==> config.mk <==
export PLATFORM = sky130hd
export DESIGN_NAME = store_buffer_flat
export DESIGN_NICKNAME = d
export VERILOG_FILES = /design/src/rtl/mem_pkg.sv /design/src/rtl/store_buffer_if.sv /design/src/rtl/sb_match.sv /design/src/rtl/store_buffer.sv /design/src/flat_wrapper.sv
export SDC_FILE = /design/constraint.sdc
export NUM_CORES = 1
export LEC_CHECK = 0
export BUFFER_PORTS_ARGS = -buffer_cell sky130_fd_sc_hd__buf_2
export CAP_MARGIN = 20
export CORE_MARGIN = 1
export CORE_UTILIZATION = 30
export CTS_CLUSTER_DIAMETER = 100
export CTS_CLUSTER_SIZE = 8
export DETAILED_ROUTE_END_ITERATION = 10
export PLACE_DENSITY = 0.5
export SYNTH_ARGS = -nofsm -noshare
export SYNTH_HDL_FRONTEND = slang
export SYNTH_SLANG_ARGS = --single-unit
==> constraint.sdc <==
create_clock -name clk -period 7.85 [get_ports clk]
set_input_delay 0 -clock clk [delete_from_list [all_inputs] [get_ports clk]]
set_output_delay 0 -clock clk [all_outputs]
set_load 0.005 [all_outputs]
==> src/rtl/mem_pkg.sv <==
// Shared data-memory definitions: DMCtrl encodings, size/extension helpers and
// the store-buffer entry type. The data memory's load decode uses the same constants.
package mem_pkg;

  localparam logic [2:0] LB  = 3'b000;
  localparam logic [2:0] LH  = 3'b001;
  localparam logic [2:0] LW  = 3'b010;
  localparam logic [2:0] LBU = 3'b100;
  localparam logic [2:0] LHU = 3'b101;

  localparam logic [2:0] SB = 3'b000;
  localparam logic [2:0] SH = 3'b001;
  localparam logic [2:0] SW = 3'b010;

  // Widest address any instance may use; entries hold the address zero-extended.
  localparam int unsigned MAX_AW = 64;

  typedef struct packed {
    logic              valid;
    logic [MAX_AW-1:0] addr;
    logic [31:0]       data;
    logic [2:0]        size;
  } sb_entry_t;

  function automatic logic [2:0] size_bytes(input logic [2:0] ctrl);
    case (ctrl[1:0])
      2'b00:   return 3'd1;
      2'b01:   return 3'd2;
      default: return 3'd4;
    endcase
  endfunction

  function automatic logic [31:0] extend(input logic [31:0] data, input logic [2:0] ctrl);
    case (ctrl)
      LB:      return {{24{data[7]}}, data[7:0]};
      LH:      return {{16{data[15]}}, data[15:0]};
      LW:      return data;
      LBU:     return {24'h0, data[7:0]};
      LHU:     return {16'h0, data[15:0]};
      default: return 32'h0;
    endcase
  endfunction

  function automatic logic st_legal(input logic [2:0] ctrl);
    return (ctrl == SB) || (ctrl == SH) || (ctrl == SW);
  endfunction

  function automatic logic ld_legal(input logic [2:0] ctrl);
    return (ctrl == LB) || (ctrl == LH) || (ctrl == LW) || (ctrl == LBU) || (ctrl == LHU);
  endfunction

  function automatic logic [3:0] size_be(input logic [2:0] size);
    case (size)
      3'd1:    return 4'b0001;
      3'd2:    return 4'b0011;
      default: return 4'b1111;
    endcase
  endfunction

endpackage

==> src/rtl/store_buffer_if.sv <==
// Execute-stage store/load request bundle plus the memory write port of the store buffer.
interface store_buffer_if #(
  parameter int unsigned AW = 32
);
  logic          st_valid;
  logic [AW-1:0] st_addr;
  logic [31:0]   st_data;
  logic [2:0]    st_ctrl;
  logic          st_ready;

  logic          ld_valid;
  logic [AW-1:0] ld_addr;
  logic [2:0]    ld_ctrl;
  logic          ld_hit;
  logic [31:0]   ld_data;
  logic          ld_stall;

  logic          mem_wr_en;
  logic [AW-1:0] mem_addr;
  logic [31:0]   mem_wr_data;
  logic [3:0]    mem_be;

  modport master (
    output st_valid, st_addr, st_data, st_ctrl, ld_valid, ld_addr, ld_ctrl,
    input  st_ready, ld_hit, ld_data, ld_stall, mem_wr_en, mem_addr, mem_wr_data, mem_be
  );

  modport slave (
    input  st_valid, st_addr, st_data, st_ctrl, ld_valid, ld_addr, ld_ctrl,
    output st_ready, ld_hit, ld_data, ld_stall, mem_wr_en, mem_addr, mem_wr_data, mem_be
  );
endinterface

==> src/rtl/sb_match.sv <==
// Per-entry load check: byte-range overlap and exact (same address, same size) match.
module sb_match #(
  parameter int unsigned AW = 32
) (
  input  logic          valid,
  input  logic [AW-1:0] addr,
  input  logic [2:0]    size,
  input  logic [AW-1:0] ld_addr,
  input  logic [2:0]    ld_size,
  output logic          overlap,
  output logic          exact
);
  logic [AW:0] e_lo, e_hi, l_lo, l_hi;

  // One extra bit so ranges ending past the top of the address space do not wrap.
  always_comb begin
    e_lo    = {1'b0, addr};
    e_hi    = e_lo + {{(AW - 2){1'b0}}, size};
    l_lo    = {1'b0, ld_addr};
    l_hi    = l_lo + {{(AW - 2){1'b0}}, ld_size};
    overlap = valid && (e_lo < l_hi) && (l_lo < e_hi);
    exact   = overlap && (e_lo == l_lo) && (size == ld_size);
  end
endmodule

==> src/rtl/store_buffer.sv <==
// Posted-store FIFO between execute and data memory, with load forwarding
// (youngest exact match) and stall on any other overlap with pending stores.
module store_buffer
  import mem_pkg::*;
#(
  parameter int unsigned DEPTH = 4,
  parameter int unsigned AW    = 32
) (
  input logic           clk,
  input logic           rst,
  store_buffer_if.slave sb
);
  localparam int unsigned PW = $clog2(DEPTH);
  localparam logic [PW:0] DEPTH_C = DEPTH[PW:0];

  sb_entry_t     entries_q [DEPTH];
  logic [PW-1:0] wptr_q, wptr_d, rptr_q, rptr_d;
  logic [PW:0]   count_q, count_d;

  logic [DEPTH-1:0] overlap, exact;
  logic [2:0]       ld_size;
  logic [PW-1:0]    young;
  logic             found, ld_chk, enq, deq;

  assign ld_size = size_bytes(sb.ld_ctrl);

  for (genvar i = 0; i < DEPTH; i++) begin : g_match
    sb_match #(.AW(AW)) u_match (
      .valid   (entries_q[i].valid),
      .addr    (entries_q[i].addr[AW-1:0]),
      .size    (entries_q[i].size),
      .ld_addr (sb.ld_addr),
      .ld_size (ld_size),
      .overlap (overlap[i]),
      .exact   (exact[i])
    );
  end

  if (AW < MAX_AW) begin : g_unused
    logic [DEPTH-1:0] unused_addr_hi;
    for (genvar i = 0; i < DEPTH; i++) begin : g_bit
      assign unused_addr_hi[i] = ^entries_q[i].addr[MAX_AW-1:AW];
    end
  end

  // Scan oldest to youngest so the last overlapping entry seen is the youngest.
  always_comb begin
    logic [PW-1:0] idx;
    found = 1'b0;
    young = '0;
    idx   = '0;
    for (int k = 0; k < DEPTH; k++) begin
      idx = rptr_q + k[PW-1:0];
      if (overlap[idx]) begin
        found = 1'b1;
        young = idx;
      end
    end
  end

  always_comb begin
    ld_chk       = sb.ld_valid && ld_legal(sb.ld_ctrl);
    sb.ld_hit    = ld_chk && found && exact[young];
    sb.ld_stall  = ld_chk && found && !exact[young];
    sb.ld_data   = sb.ld_hit ? extend(entries_q[young].data, sb.ld_ctrl) : 32'h0;

    sb.st_ready  = count_q < DEPTH_C;
    enq          = sb.st_valid && sb.st_ready && st_legal(sb.st_ctrl);
    deq          = (count_q != '0) && (!sb.ld_valid || sb.ld_stall);

    sb.mem_wr_en   = deq;
    sb.mem_addr    = entries_q[rptr_q].addr[AW-1:0];
    sb.mem_wr_data = entries_q[rptr_q].data;
    sb.mem_be      = size_be(entries_q[rptr_q].size);
  end

  always_comb begin
    wptr_d  = enq ? wptr_q + 1'b1 : wptr_q;
    rptr_d  = deq ? rptr_q + 1'b1 : rptr_q;
    count_d = count_q;
    if (enq && !deq) begin
      count_d = count_q + 1'b1;
    end else if (!enq && deq) begin
      count_d = count_q - 1'b1;
    end
  end

  // enq and deq never target the same slot: enq needs not-full, deq needs not-empty.
  always_ff @(posedge clk) begin
    if (rst) begin
      count_q <= '0;
      wptr_q  <= '0;
      rptr_q  <= '0;
      for (int i = 0; i < DEPTH; i++) begin
        entries_q[i] <= '0;
      end
    end else begin
      count_q <= count_d;
      wptr_q  <= wptr_d;
      rptr_q  <= rptr_d;
      if (deq) begin
        entries_q[rptr_q].valid <= 1'b0;
      end
      if (enq) begin
        entries_q[wptr_q] <= '{
          valid: 1'b1,
          addr:  MAX_AW'(sb.st_addr),
          data:  sb.st_data,
          size:  size_bytes(sb.st_ctrl)
        };
      end
    end
  end
endmodule
==> src/flat_wrapper.sv <==
// flat-port wrapper written by rule: the top's interface ports become plain ports
module store_buffer_flat import mem_pkg::*;
#(
  parameter int unsigned DEPTH = 4,
  parameter int unsigned AW    = 32
)
  (clk, rst, sb_st_valid, sb_st_addr, sb_st_data, sb_st_ctrl, sb_ld_valid, sb_ld_addr, sb_ld_ctrl, sb_st_ready, sb_ld_hit, sb_ld_data, sb_ld_stall, sb_mem_wr_en, sb_mem_addr, sb_mem_wr_data, sb_mem_be);
  store_buffer_if #(.AW(AW)) sb_i ();
  input logic clk;
  input logic rst;
  input wire logic [$bits(sb_i.st_valid)-1:0] sb_st_valid;
  input wire logic [$bits(sb_i.st_addr)-1:0] sb_st_addr;
  input wire logic [$bits(sb_i.st_data)-1:0] sb_st_data;
  input wire logic [$bits(sb_i.st_ctrl)-1:0] sb_st_ctrl;
  input wire logic [$bits(sb_i.ld_valid)-1:0] sb_ld_valid;
  input wire logic [$bits(sb_i.ld_addr)-1:0] sb_ld_addr;
  input wire logic [$bits(sb_i.ld_ctrl)-1:0] sb_ld_ctrl;
  output wire logic [$bits(sb_i.st_ready)-1:0] sb_st_ready;
  output wire logic [$bits(sb_i.ld_hit)-1:0] sb_ld_hit;
  output wire logic [$bits(sb_i.ld_data)-1:0] sb_ld_data;
  output wire logic [$bits(sb_i.ld_stall)-1:0] sb_ld_stall;
  output wire logic [$bits(sb_i.mem_wr_en)-1:0] sb_mem_wr_en;
  output wire logic [$bits(sb_i.mem_addr)-1:0] sb_mem_addr;
  output wire logic [$bits(sb_i.mem_wr_data)-1:0] sb_mem_wr_data;
  output wire logic [$bits(sb_i.mem_be)-1:0] sb_mem_be;
  assign sb_i.st_valid = sb_st_valid;
  assign sb_i.st_addr = sb_st_addr;
  assign sb_i.st_data = sb_st_data;
  assign sb_i.st_ctrl = sb_st_ctrl;
  assign sb_i.ld_valid = sb_ld_valid;
  assign sb_i.ld_addr = sb_ld_addr;
  assign sb_i.ld_ctrl = sb_ld_ctrl;
  assign sb_st_ready = sb_i.st_ready;
  assign sb_ld_hit = sb_i.ld_hit;
  assign sb_ld_data = sb_i.ld_data;
  assign sb_ld_stall = sb_i.ld_stall;
  assign sb_mem_wr_en = sb_i.mem_wr_en;
  assign sb_mem_addr = sb_i.mem_addr;
  assign sb_mem_wr_data = sb_i.mem_wr_data;
  assign sb_mem_be = sb_i.mem_be;
  store_buffer #(.DEPTH(DEPTH), .AW(AW)) u_core (.clk(clk), .rst(rst), .sb(sb_i));
endmodule
==> impl_metrics.tcl <==
set metrics [dict create \
    status "complete, no violations" \
    fin_crit_sh_pct 93.6 \
    clkTransAtPathRegs_ns 0.05 \
    synth_seq_cells 281 \
    synth_ff_type "edfxtp_1" \
    synthMuxAreaShare_pct 9.32 \
    synth_nets 2688 \
    final_common_cell "and3_1" \
    antenna_found_initial 6 \
    initial_core_util_pct 30.3 \
    worstSkewPairLatency_ns 0.59 \
    async_flop_share_pct 0 \
    p_comb_share_pct 27.5 \
    mostFrequentLayoutCells "and3_1 (281), edfxtp_1 (268), ha_1 (260)" \
    synth_top_family_by_area "simple AND/OR/NAND/NOR gates" \
    ant_nets 0 \
    fin_setup_tns_ns 0 \
    portBuffers 208 \
    end_kind "output port" \
    wire_per_inst_microns 26.8 \
    wl_microns 96600 \
    drive_above_1_share_pct 18.4 \
    gp_congestion 0.990 \
    tightest_slew_ns 0.969 \
    yosysUniqueCellTypes 94 \
    synth_area_leader_cell "edfxtp_1" \
    fillers 8154 \
    cts-root-buf "clkbuf_16" \
    ir_drop_v 0.000132 \
    num_vias 20300 \
    power.density_nw_per_um2 177 \
    synth_area_per_cell_sq_um 10.5 \
    finalCriticalPeriod_ns 7.34 \
    synth_fa_ha_area_share_pct 14.1 \
    numCtsBuffers 41 \
    clock-skew-final_ns 0.0267 \
    yosys.area_share.simple_pct 20.0 \
    synth_compound_area_share_pct 9.05 \
    grt_pass1_vias 20900 \
    yosys_warnings 0 \
    dr.first_iter.drc_count 1605 \
    crit_required_ns 7.85 \
    dieArea_sq_um 82400 \
    final-setup-viol-count 0 \
    route.detailed.drc 0 \
    max_stage_delay_ns 0.66 \
    syn_inst 2312 \
    cp_top_family "compound AO/OA/AOI/OAI gates" \
    crit_type "register to output port" \
    ioPinCount 210 \
    max_slew_margin_pct 35.4 \
    synth_xor_area_share_pct 10.3 \
    via_per_inst 5.64 \
    critical_path.cell_chain "ha_1 -> fa_1 -> a21o_1 -> nand2_1 -> or2_2 -> nor4_2 -> nand2_1 -> xor2_1 -> ha_1 -> a211o_1 -> a2111oi_0 -> o2111ai_1 -> nor4_2 -> nor3_1 -> a311oi_2 -> o221ai_1 -> a21o_2 -> buf_4 -> mux2i_1 -> mux2i_1 -> a2bb2oi_4 -> a21oi_2 -> buf_2" \
    grt_remaining_overflow 0 \
    rsz0062_at_grt "no" \
    start_kind "register" \
    die_w_microns 287 \
    seqPwrFrac_pct 38.2 \
    drtPass1Iterations 6 \
    finalMaxSlewViolations 0 \
    post-place-ws_ns 0.466 \
    syn_to_final_growth_pct 16.1 \
    cp_slowest_cell "a2bb2oi_4" \
    leakagePower_nw 11.8 \
    net-switching-power_mw 1.67 \
    synth_top_area_share_pct 33.0 \
    cts.path.max_buffers 3 \
    swShare_pct 33.4 \
    fmax_mhz 136 \
    ys_top_cells_by_area "edfxtp_1 (33%), ha_1 (14%), mux4_2 (9.0%)" \
    synth_area_sq_um 24400 \
    fin_nets 2901 \
    track_usage_pct 23.1 \
    grt_start_max_net_pins 113 \
    post_cts_buffers 0 \
    cp_num_buf_inv 2 \
    dieHeight_microns 287 \
    grt_first_pass_wirelength_microns 141000 \
    cts_tree "done" \
    clock-sinks 281 \
    internal_power_mw 3.34 \
    synth_edf_count 268 \
    p_clk_share_pct 34.3 \
    coreArea_sq_um 80400 \
    dpl.hpwl_microns 72600 \
    hold_path_class "primary input to register" \
    maxCapViolations 0 \
    rows 104 \
    ctsHtreeMaxLevel 2 \
    worstPathMaxFanout 22 \
    worstPathArrival_ns 7.34 \
    hold_violations 0 \
    seq_area_frac_synth_pct 34.1 \
    final.setup.worst_slack_ns 0.506 \
    n_antenna_cell 0 \
]
==> cells by family after synthesis <==
kind of cell / after synthesis
and+or+nand+nor: 882
AOI/OAI and AO/OA: 319
xor gates and xnor gates: 287
DFF: 281
adders and majority gates: 271
buffers and inverters: 166
muxes: 105
other: 1
==> synth_stat cells, drive strengths merged (18+ instances only) <==
| library cell | instances |
|---|---|
| a21oi | 123 |
| nand2 | 172 |
| nor3 | 25 |
| ha | 264 |
| clkbuf | 97 |
| and4 | 20 |
| inv | 27 |
| nor4 | 25 |
| nor2 | 117 |
| o21ai | 50 |
| nand2b | 18 |
| xnor2 | 111 |
| nor2b | 24 |
| a21o | 52 |
| buf | 42 |
| xor2 | 176 |
| nand4 | 64 |
| and3 | 282 |
| edfxtp | 268 |
| mux4 | 97 |
| nand3 | 74 |
==> power by group through the flow <==
| stage | Sequential (mW) | Clock (mW) | Combinational [mW] |
|---|---|---|---|
| 5_1_grt | 1.93 | 1.81 | 1.50 |
| 3_5_place_dp | 1.94 | 0 | 1.35 |
| 6_report | 1.91 | 1.72 | 1.38 |
| 2_1_floorplan | 1.83 | 0 | 0.872 |
| 4_1_cts | 1.91 | 1.76 | 1.39 |
| 3_3_place_gp | 1.94 | 0 | 1.33 |
==> per-stage QoR <==
step	total power, mW	hold slack [ns]	cell area (sq um)	utilization [%]	std cells
global route	5.24	0.0766	28300	35.2	3606
CTS	5.06	0.00610	28300	35.2	3605
floorplan	2.70	0.140	24400	-	2312
global placement	3.27	0.326	26400	32.8	3472
detailed placement	3.29	0.331	26400	32.8	3472
finish	5.01	0.0221	28300	35.2	3606
==> flip-flops by register name, summed over array words and instances (netlist names), named ones only <==
| register | cells |
|---|---|
| u_core.wptr_q | 2 |
| u_core.rptr_q | 2 |
| u_core.count_q | 3 |
| u_core.entries_q | 272 |
==> cell type report <==
type                            instances  area, sq um  share of cell area, %
Multi-Input combinational cell       1865        15400                   54.3
Sequential cell                       281         8320                   29.4
Timing Repair Buffer                  309         1980                   7.01
Tap cell                             1060         1330                   4.69
Clock buffer                           60         1110                   3.91
Inverter                               27          101                  0.358
Clock inverter                          4         96.3                  0.340
==> worst register-to-register path: cells and delay by family, from the launching register on <==
family | cells | cell delay [ns]
adder cells (fa/ha/maj) | 5 | 1.37
buffers and inverters | 1 | 0.06
flip-flops | 1 | 0.47
XOR/XNOR | 2 | 0.33
AO/OA/AOI/OAI | 8 | 2.02
AND/OR/NAND/NOR | 9 | 2.91
==> worst paths after layout <==
path	to	cells after the start	startpoint	slack (ns)
max	sb_ld_data[31]	23	u_core.entries_q[3][35]	0.51
min	u_core.wptr_q[1]	5	sb_st_ctrl[2]	0.02
max reg2reg	u_core.count_q[2]	25	u_core.entries_q[3][35]	0.64
min reg2reg	u_core.wptr_q[1]	2	u_core.wptr_q[1]	0.50
==> what timing repair did <==
item                       in CTS  in global routing
hold buffers                   69                  0
setup endpoints to repair       0                 33
hold endpoints to repair      276                  0
resized for setup               0                  2
==> layer usage <==
layer | part of all wire (%) | vias to the layer above | global-route usage (%)
met2 | 49 | 706 | 40.1
li1 | - | 9199 | -
met5 | 0.067 | - | 0
met1 | 42 | 10300 | 29.4
met3 | 6.0 | 138 | 3.85
met4 | 2.6 | 12 | 6.49
Note: power is estimated with default switching activity, not from simulation.
